## config.mk

```make
export PLATFORM = sky130hd
export DESIGN_NAME = dmem_arbiter
export DESIGN_NICKNAME = d
export VERILOG_FILES = /design/src/rtl/dmem_pkg.sv /design/src/rtl/dmem_arbiter_rr_arb2.sv /design/src/rtl/dmem_arbiter.sv
export SDC_FILE = /design/constraint.sdc
export NUM_CORES = 1
export LEC_CHECK = 0
export CAP_MARGIN = 15
export CORE_MARGIN = 8
export CORE_UTILIZATION = 36
export CTS_CLUSTER_DIAMETER = 120
export DETAILED_ROUTE_END_ITERATION = 10
export PLACE_DENSITY = 0.81
export SYNTH_ARGS = -nofsm -noshare
export SYNTH_HDL_FRONTEND = slang
export SYNTH_SLANG_ARGS = --single-unit
export TNS_END_PERCENT = 100
```

## constraint.sdc

```tcl
create_clock -name clk -period 2 [get_ports clk]
set_clock_uncertainty 0.2 [all_clocks]
set_input_delay 0.4 -clock clk [delete_from_list [all_inputs] [get_ports clk]]
set_output_delay 0.4 -clock clk [all_outputs]
set_load 0.01 [all_outputs]
```

## src/rtl/dmem_pkg.sv

```systemverilog
// Shared types and sizing for the data-memory arbiter slice.
package dmem_pkg;

    localparam int ADDR_W = 7;
    localparam int DATA_W = 32;
    localparam int DEPTH  = 128;

    // IDLE arbitrates requesters; CLEAR owns the memory for the zero-fill sweep.
    typedef enum logic {
        IDLE  = 1'b0,
        CLEAR = 1'b1
    } dmem_state_t;

    // One memory access as presented on the single memory port.
    typedef struct packed {
        logic [ADDR_W-1:0] addr;
        logic              we;
        logic [DATA_W-1:0] wdata;
    } mem_req_t;

endpackage

```

## src/rtl/dmem_arbiter_rr_arb2.sv

```systemverilog
// Two-way round-robin grant. Purely combinational; the parent owns last_grant.
module rr_arb2 (
    input  logic [1:0] i_valid,
    input  logic       i_last_grant,
    output logic [1:0] o_grant
);

    // A lone requester wins outright; on contention the port that did not win last time wins.
    always_comb begin
        o_grant = 2'b00;
        if (i_valid == 2'b11) begin
            o_grant = i_last_grant ? 2'b01 : 2'b10;
        end else begin
            o_grant = i_valid;
        end
    end

endmodule

```

## src/rtl/dmem_arbiter.sv

```systemverilog
// Shares the single-port data memory between the CPU memory stage (port 0)
// and the debug/loader port (port 1), and owns the whole-memory zero-fill.
//
// Handshake: a requester raises rX_valid with addr/we/wdata and holds all of
// them stable until it sees rX_ready high in the same cycle; that cycle is the
// transfer. Writes land at the closing clock edge. Reads return rX_rvalid as a
// single-cycle pulse one cycle after the transfer, with rX_rdata holding the
// word until the next read response on that port.
module dmem_arbiter
#(
    parameter int ADDR_W = dmem_pkg::ADDR_W,
    parameter int DATA_W = dmem_pkg::DATA_W,
    parameter int DEPTH  = dmem_pkg::DEPTH
)
(
    input  logic              clk,
    input  logic              reset,
    input  logic              clear_start,
    output logic              clear_busy,
    input  logic              r0_valid,
    output logic              r0_ready,
    input  logic [ADDR_W-1:0] r0_addr,
    input  logic              r0_we,
    input  logic [DATA_W-1:0] r0_wdata,
    output logic              r0_rvalid,
    output logic [DATA_W-1:0] r0_rdata,
    input  logic              r1_valid,
    output logic              r1_ready,
    input  logic [ADDR_W-1:0] r1_addr,
    input  logic              r1_we,
    input  logic [DATA_W-1:0] r1_wdata,
    output logic              r1_rvalid,
    output logic [DATA_W-1:0] r1_rdata,
    output logic [ADDR_W-1:0] mem_addr,
    output logic              mem_we,
    output logic [DATA_W-1:0] mem_wdata,
    input  logic [DATA_W-1:0] mem_rdata,
    output logic              o_dbg_state
);

    import dmem_pkg::*;

    // The sweep counter carries one extra bit so the terminal compare never
    // relies on the address wrapping back to zero.
    localparam logic [ADDR_W:0] CLR_LAST = (ADDR_W+1)'(DEPTH - 1);

    dmem_state_t       r_state;
    dmem_state_t       w_state_nxt;
    logic [ADDR_W:0]   r_clr_cnt;
    logic [ADDR_W:0]   w_clr_cnt_nxt;
    logic              r_last_grant;

    logic              r_rvalid0;
    logic              r_rvalid1;
    logic [DATA_W-1:0] r_rdata0;
    logic [DATA_W-1:0] r_rdata1;

    logic [1:0]        w_valid;
    logic [1:0]        w_arb_grant;
    logic [1:0]        w_grant;
    logic              w_rd_acc0;
    logic              w_rd_acc1;
    mem_req_t          w_req0;
    mem_req_t          w_req1;
    mem_req_t          w_mem_req;

    assign w_valid = {r1_valid, r0_valid};
    assign w_req0  = '{addr: r0_addr, we: r0_we, wdata: r0_wdata};
    assign w_req1  = '{addr: r1_addr, we: r1_we, wdata: r1_wdata};

    rr_arb2 u_arb (
        .i_valid      (w_valid),
        .i_last_grant (r_last_grant),
        .o_grant      (w_arb_grant)
    );

    // State and sweep-counter register.
    always_ff @(posedge clk) begin
        if (reset) begin
            r_state   <= IDLE;
            r_clr_cnt <= '0;
        end else begin
            r_state   <= w_state_nxt;
            r_clr_cnt <= w_clr_cnt_nxt;
        end
    end

    // Next state, grant gating and memory-port mux.
    always_comb begin
        w_state_nxt   = r_state;
        w_clr_cnt_nxt = r_clr_cnt;
        w_grant       = 2'b00;
        w_mem_req     = '0;
        clear_busy    = 1'b0;
        case (r_state)
            IDLE: begin
                w_grant = w_arb_grant;
                if (w_grant[0]) begin
                    w_mem_req = w_req0;
                end else if (w_grant[1]) begin
                    w_mem_req = w_req1;
                end
                // A request granted alongside clear_start still completes this cycle.
                if (clear_start) begin
                    w_state_nxt = CLEAR;
                end
            end
            CLEAR: begin
                clear_busy      = 1'b1;
                w_mem_req.addr  = r_clr_cnt[ADDR_W-1:0];
                w_mem_req.we    = 1'b1;
                w_mem_req.wdata = '0;
                if (r_clr_cnt == CLR_LAST) begin
                    w_state_nxt   = IDLE;
                    w_clr_cnt_nxt = '0;
                end else begin
                    w_clr_cnt_nxt = r_clr_cnt + 1'b1;
                end
            end
            default: begin
                w_state_nxt   = IDLE;
                w_clr_cnt_nxt = '0;
            end
        endcase
    end

    // Round-robin history advances only when a request is actually accepted.
    always_ff @(posedge clk) begin
        if (reset) begin
            r_last_grant <= 1'b1;
        end else if (|w_grant) begin
            r_last_grant <= w_grant[1];
        end
    end

    assign w_rd_acc0 = w_grant[0] & ~r0_we;
    assign w_rd_acc1 = w_grant[1] & ~r1_we;

    // Read responses: one-cycle valid pulse, data held until the next response.
    always_ff @(posedge clk) begin
        if (reset) begin
            r_rvalid0 <= 1'b0;
            r_rvalid1 <= 1'b0;
            r_rdata0  <= '0;
            r_rdata1  <= '0;
        end else begin
            r_rvalid0 <= w_rd_acc0;
            r_rvalid1 <= w_rd_acc1;
            if (w_rd_acc0) begin
                r_rdata0 <= mem_rdata;
            end
            if (w_rd_acc1) begin
                r_rdata1 <= mem_rdata;
            end
        end
    end

    assign r0_ready    = w_grant[0];
    assign r1_ready    = w_grant[1];
    assign r0_rvalid   = r_rvalid0;
    assign r1_rvalid   = r_rvalid1;
    assign r0_rdata    = r_rdata0;
    assign r1_rdata    = r_rdata1;
    assign mem_addr    = w_mem_req.addr;
    assign mem_we      = w_mem_req.we;
    assign mem_wdata   = w_mem_req.wdata;
    assign o_dbg_state = r_state;

endmodule

```

-- Word-level counts from Yosys, hierarchy flattened
Index checks and enable logic that the tools add are counted.
W data, S select, Z words.
- add/subtract/negate cells: 1
- equality and inequality tests: 2
- multiplexer cells: 11
- bitwise logic cells: 5
- reductions and logical operators: 1
- operators by type and width (kind ; number):
    $mux W40 ; 2
    $pmux W40 S2 ; 1
    $add A8 B1 Y8 const B ; 1
    $eq A8 B7 Y1 const B ; 1
    $mux W8 ; 1
    $mux W2 ; 3
    $mux W1 ; 3
    $not A1 Y1 ; 3
    $and A1 B1 Y1 ; 2
    $eq A2 B2 Y1 const B ; 1
    $pmux W1 S2 ; 1
    $reduce_or A2 Y1 ; 1
- register bits after elaboration: 76
- input bits: 117
- output and inout bits: 110

-- Depth between registers and ports, before layout
- word-level depth: 5
- depth in mapped cells: 6
- mapped depth without buffers: 4

-- Cells and area by module
Synthesis repeated with hierarchy kept, for this count alone.
- cell total of the unflattened synthesis: 335
- area total of the unflattened synthesis: 3384.5 sq um
- by module, submodules not included (module ; instances ; cells an instance ; area an instance (sq um) ; sequential area each (sq um)):
    dmem_arbiter ; 1 ; 332 ; 3365.7 ; 1521.5
    rr_arb2 ; 1 ; 3 ; 18.8 ; 0.0

-- Least setup slack after synthesis
No wires, ideal clock.
- path type: input-to-output
- start point: input r0_valid
- end point: output mem_wdata[24]
- data arrival time: 1.460 ns
- path slack: -0.060 ns
- stages on the path: 4
- path buffers: 1
- cells stage by stage: inv_1 a211oi_1 clkbuf_1 a22o_1
- word-level cells in the longest chain between the ends: 5
- RTL lines (item ; RTL line ; source):
    start, declared ; dmem_arbiter.sv:20 ; input logic r0_valid,
    $eq A2 B2 Y1 ; dmem_arbiter_rr_arb2.sv:11 ; if (i_valid == 2'b11) begin
    $mux W2 * ; dmem_arbiter_rr_arb2.sv:11 ;
    $mux W40 ; dmem_arbiter.sv:100 ; end else if (w_grant[1]) begin
    $mux W40 * ; dmem_arbiter.sv:98 ; if (w_grant[0]) begin
    $pmux W40 S2 * ; dmem_arbiter.sv:95 ; case (r_state)
    end, declared ; dmem_arbiter.sv:36 ; output logic [DATA_W-1:0] mem_wdata,
Every way passes the cells marked *; elsewhere a longest branch is shown, timed or not.

-- Final worst setup path
- start point: input r1_valid
- end point: output mem_addr[4]
- word-level cells in the longest chain between the ends: 5
- RTL lines (item ; RTL line ; source):
    start, declared ; dmem_arbiter.sv:27 ; input logic r1_valid,
    $eq A2 B2 Y1 ; dmem_arbiter_rr_arb2.sv:11 ;
    $mux W2 * ; dmem_arbiter_rr_arb2.sv:11 ;
    $mux W40 ; dmem_arbiter.sv:100 ;
    $mux W40 * ; dmem_arbiter.sv:98 ;
    $pmux W40 S2 * ; dmem_arbiter.sv:95 ;
    end, declared ; dmem_arbiter.sv:34 ; output logic [ADDR_W-1:0] mem_addr,
Marks and branches as above.

==> qor.csv <==
stage,metric,value,unit
yosys,syn_avg_cell_area,9.62,µm²
global_routing,track_usage,20.8,%
timing,timing.final.max_slew_violations,0,
global_routing,top_usage_layer,met2,
timing,max-slew-margin-rel,71.4,%
place,hpwlAfterDp,10.4,mm
critical_path,critical_path.startpoint,r1_valid,
critical_path,r2r_end,r_clr_cnt[7]$_SDFFE_PP0P_,
critical_path,r2r_start,r_clr_cnt[0]$_SDFFE_PP0P_,
global_routing,grt_pass1_vias,3767,
pwr,p_per_area,582,mW/mm²
floorplanning,die_x,114,µm
detailed_routing,avgViaCountPerCell,4.90,
job,cap_violations,0,
floorplanning,chipHeight,114,µm
pwr,max_ir_drop_vdd,0.000495,V
global_routing,met2_usage,38.8,%
yosys,syn-cell-area,0.00343,mm²
critical_path,worst_setup_path_end_kind,output pin,
yosys,synth-seq-area-share,44.3,%
layout,num_antenna_cells,0,
status,violations,setup timing,
layout,area_growth,79.2,%
critical_path,worst-endpoint-arrival,1630,ps
timing,final_setup_viols,41,
floorplanning,design.die.area,0.0129,mm²
critical_path,critPathLaunchType,input pin,
yosys,synthesized_flop_and_latch_total,76,
timing,totalNegativeSetupSlack,-6810,ps
yosys,ys_warn_count,0,
clocking,sink_count,76,
status,status,"finished, violations left",
min_path,hold_class,reg -> reg,
detailed_routing,drt_iter0_markers,211,
detailed_routing,drt_first_pass_iters,4,
min_path,min_path_cells,2,
yosys,adder_cell_share_of_the_synthesized_area,0.364,%
critical_path,crit_type,in -> out,
global_routing,overflow,0,
critical_path,r2r_cells,5,
yosys,synth_nets,475,
global_routing,grt_first_pass_wirelength,21.3,mm
timing,max_slew.worst_pin.slew,425,ps
global_routing,globalRouteMet1Util,21.1,%
yosys,synthCells,357,
layout,final_net_count,714,
critical_path,worst-r2r-setup-slack,270,ps
min_path,hold_crit_start,r1_rdata[27]$_SDFFE_PP0P_,
yosys,post_synth_and_or_nand_nor_area_fraction,16.7,%
floorplanning,initial_utilization,37.2,%
global_routing,grt_util_met3,7.03,%
timing,post-route-min-period,2230,ps
timing,final_critical_path_setup_slack,-228,ps
clocking,clock_insertion_delay_worst_skew,340,ps
timing,fin_crit_sh,111,%
detailed_routing,num_vias,3580,
timing,unrepaired_setup_endpoints_after_global_routing,yes,
yosys,synthDistinctLibCells,35,
clocking,cts_buffer_depth,2,
yosys,synth_top_family_by_area,multiplexers,
critical_path,critical_path_peak_fanout,5,
detailed_routing,routed_wire_length_per_instance,19.0,µm
timing,hold_viol,0,
place,place.gp.congestion,0.881,
clocking,root_buffer,clkbuf_8,
place,pre_cts_ws,-903,ps
detailed_routing,post-route-drc-count,0,
timing,max_clock_freq,449,MHz
clocking,cts.clk_slew.worst_paths,70,ps
detailed_routing,ant_nets_after_route,0,
pwr,power.static_leakage,2.61,nW
global_routing,antenna_found_initial,0,
floorplanning,io-pin-count,227,
clocking,cts_buffers,9,
clocking,tritoncts_clock_tree,yes,
place,buffer_ports.inserted,226,
detailed_routing,wl,13.9,mm
yosys,area_share_of_xor_xnor_cells_in_the_synthesized_design,1.02,%
yosys,synth_compound_gate_area_share,14.0,%
clocking,cts_htree_levels,3,
layout,final_layout_size_suffix_gt1_share,16.5,%
floorplanning,num_rows,35,
clocking,cts-hold-fix-buffers,0,
min_path,hold_end,r1_rdata[27]$_SDFFE_PP0P_,
floorplanning,core-area,0.00924,mm²
global_routing,maximum_number_of_pins_on_one_net_before_global_route_repair,42,
yosys,portion_of_netlist_area_occupied_by_mux_cells,18.9,%
critical_path,critPathRequiredTime,1400,ps
report_power, final:
part	switching [mW]	leakage [nW]	internal (mW)
Sequential	0.0343	0.618	1.57
Clock	0.562	0.0848	0.443
Combinational	0.391	1.91	0.580
Total	0.987	2.61	2.60
cell families (layout without fill, tap and decap cells):
| family | count (synthesis) | after routing |
|---|---|---|
| AOI/OAI and AO/OA | 54 | 54 |
| buffers and inverters | 31 | 275 |
| muxes | 65 | 65 |
| DFF | 76 | 76 |
| xor gates and xnor gates | 4 | 4 |
| and+or+nand+nor | 126 | 126 |
| adders and majority gates | 1 | 1 |
metal layers:
layer,up-vias,wire length [µm]
met5,-,0
met4,0,270
met3,17,1160
met2,143,7140
met1,1682,5300
li1,1738,-
Yosys cell counts:
cell type	n	area share (%)
a2111o_1	1	0.33
a2111oi_4	1	0.80
a211oi_1	1	0.22
a21bo_4	1	0.47
a21boi_0	1	0.22
a21oi_1	4	0.58
a221o_1	8	2.3
a22o_1	32	8.2
a31oi_1	1	0.18
and2_1	7	1.3
and3_1	1	0.18
buf_12	1	0.58
buf_2	4	0.58
buf_4	2	0.44
buf_6	2	0.66
clkbuf_1	19	2.1
dfxtp_1	76	44
ha_1	1	0.36
inv_1	2	0.22
inv_2	1	0.11
mux2i_1	65	19
nand2_1	81	8.9
nand2b_1	16	2.9
nand3_1	1	0.15
nand4_1	4	0.73
nand4b_1	1	0.26
nor2_1	10	1.1
nor3_1	1	0.15
nor3_4	1	0.47
o21ai_0	3	0.44
o221ai_1	1	0.26
or3_1	2	0.36
or4b_1	1	0.29
xnor2_1	1	0.26
xor2_1	3	0.77
repair_timing:
action | 4_1_cts | 5_1_grt
endpoints found under the setup margin | 44 | 42
cloned | 4 | 0
setup buffers | 5 | 3
resized for setup | 194 | 6
pin swaps | 2 | 2
stage by stage:
step | hold slack (ps) | instances | total power, mW | area, µm² | util (%)
2_1_floorplan | 252 | 357 | 2.00 | 3440 | -
6_report | 255 | 730 | 3.58 | 6150 | 66.6
5_1_grt | 278 | 730 | 3.75 | 6150 | 66.6
4_1_cts | 259 | 730 | 3.61 | 6140 | 66.4
3_5_place_dp | 250 | 706 | 2.61 | 5980 | 64.7
3_3_place_gp | 242 | 706 | 2.58 | 5980 | 64.7
worst max path at each step:
stage / end / slack (ps) / depth (start not counted)
3_3_place_gp: mem_addr[3] / -830 / 6
4_1_cts: mem_addr[0] / -250 / 7
5_1_grt: mem_addr[4] / -290 / 7
6_report: mem_addr[4] / -230 / 8
3_5_place_dp: mem_addr[6] / -900 / 6
2_1_floorplan: mem_wdata[10] / 4 / 4
registers in the layout, summed over array words and instances, names as in the netlist:
name	cells
r1_rvalid	1
o_dbg_state	1
r_clr_cnt	8
r1_rdata	32
r0_rdata	32
r_last_grant	1
r0_rvalid	1
placed cells by master (no fill, tap or decap), types with 2 or more instances in the layout:
cell type        netlist  layout
xor2_1                 3       3
a22o_1                32      32
or3_1                  2       2
clkinv_2               0       4
a221o_1                8       8
dfxtp_1               76      74
a21oi_1                4       4
clkinvlp_4             0       2
mux2i_1               65      65
dlygate4sd2_1          0       2
nand4_1                4       4
buf_6                  2      13
o21ai_0                3       3
and2_1                 7       7
buf_16                 0       4
buf_12                 1       7
nand2_1               81      81
nor2_1                10       9
buf_2                  4      33
clkbuf_8               0       9
clkdlybuf4s50_1        0     180
buf_4                  2      15
nand2b_1              16      16
inv_2                  1       3
area by class of cell:
cell class / instances / area [µm²]
fill: 768 / 3090
timing repair buffer: 256 / 2510
multi-input combinational: 250 / 1770
sequential: 76 / 1530
tap: 129 / 161
clock buffer: 9 / 124
clock inverter: 7 / 43.8
inverter: 3 / 11.3
worst max-delay path, cell delays in order:
cell             delay, ps
clkdlybuf4s15_2        210
buf_6                  130
a211oi_4               250
buf_6                  150
buf_12                 110
buf_16                 110
a221o_1                130
buf_2                  130
No activity file was read; power rests on OpenSTA's default activity.
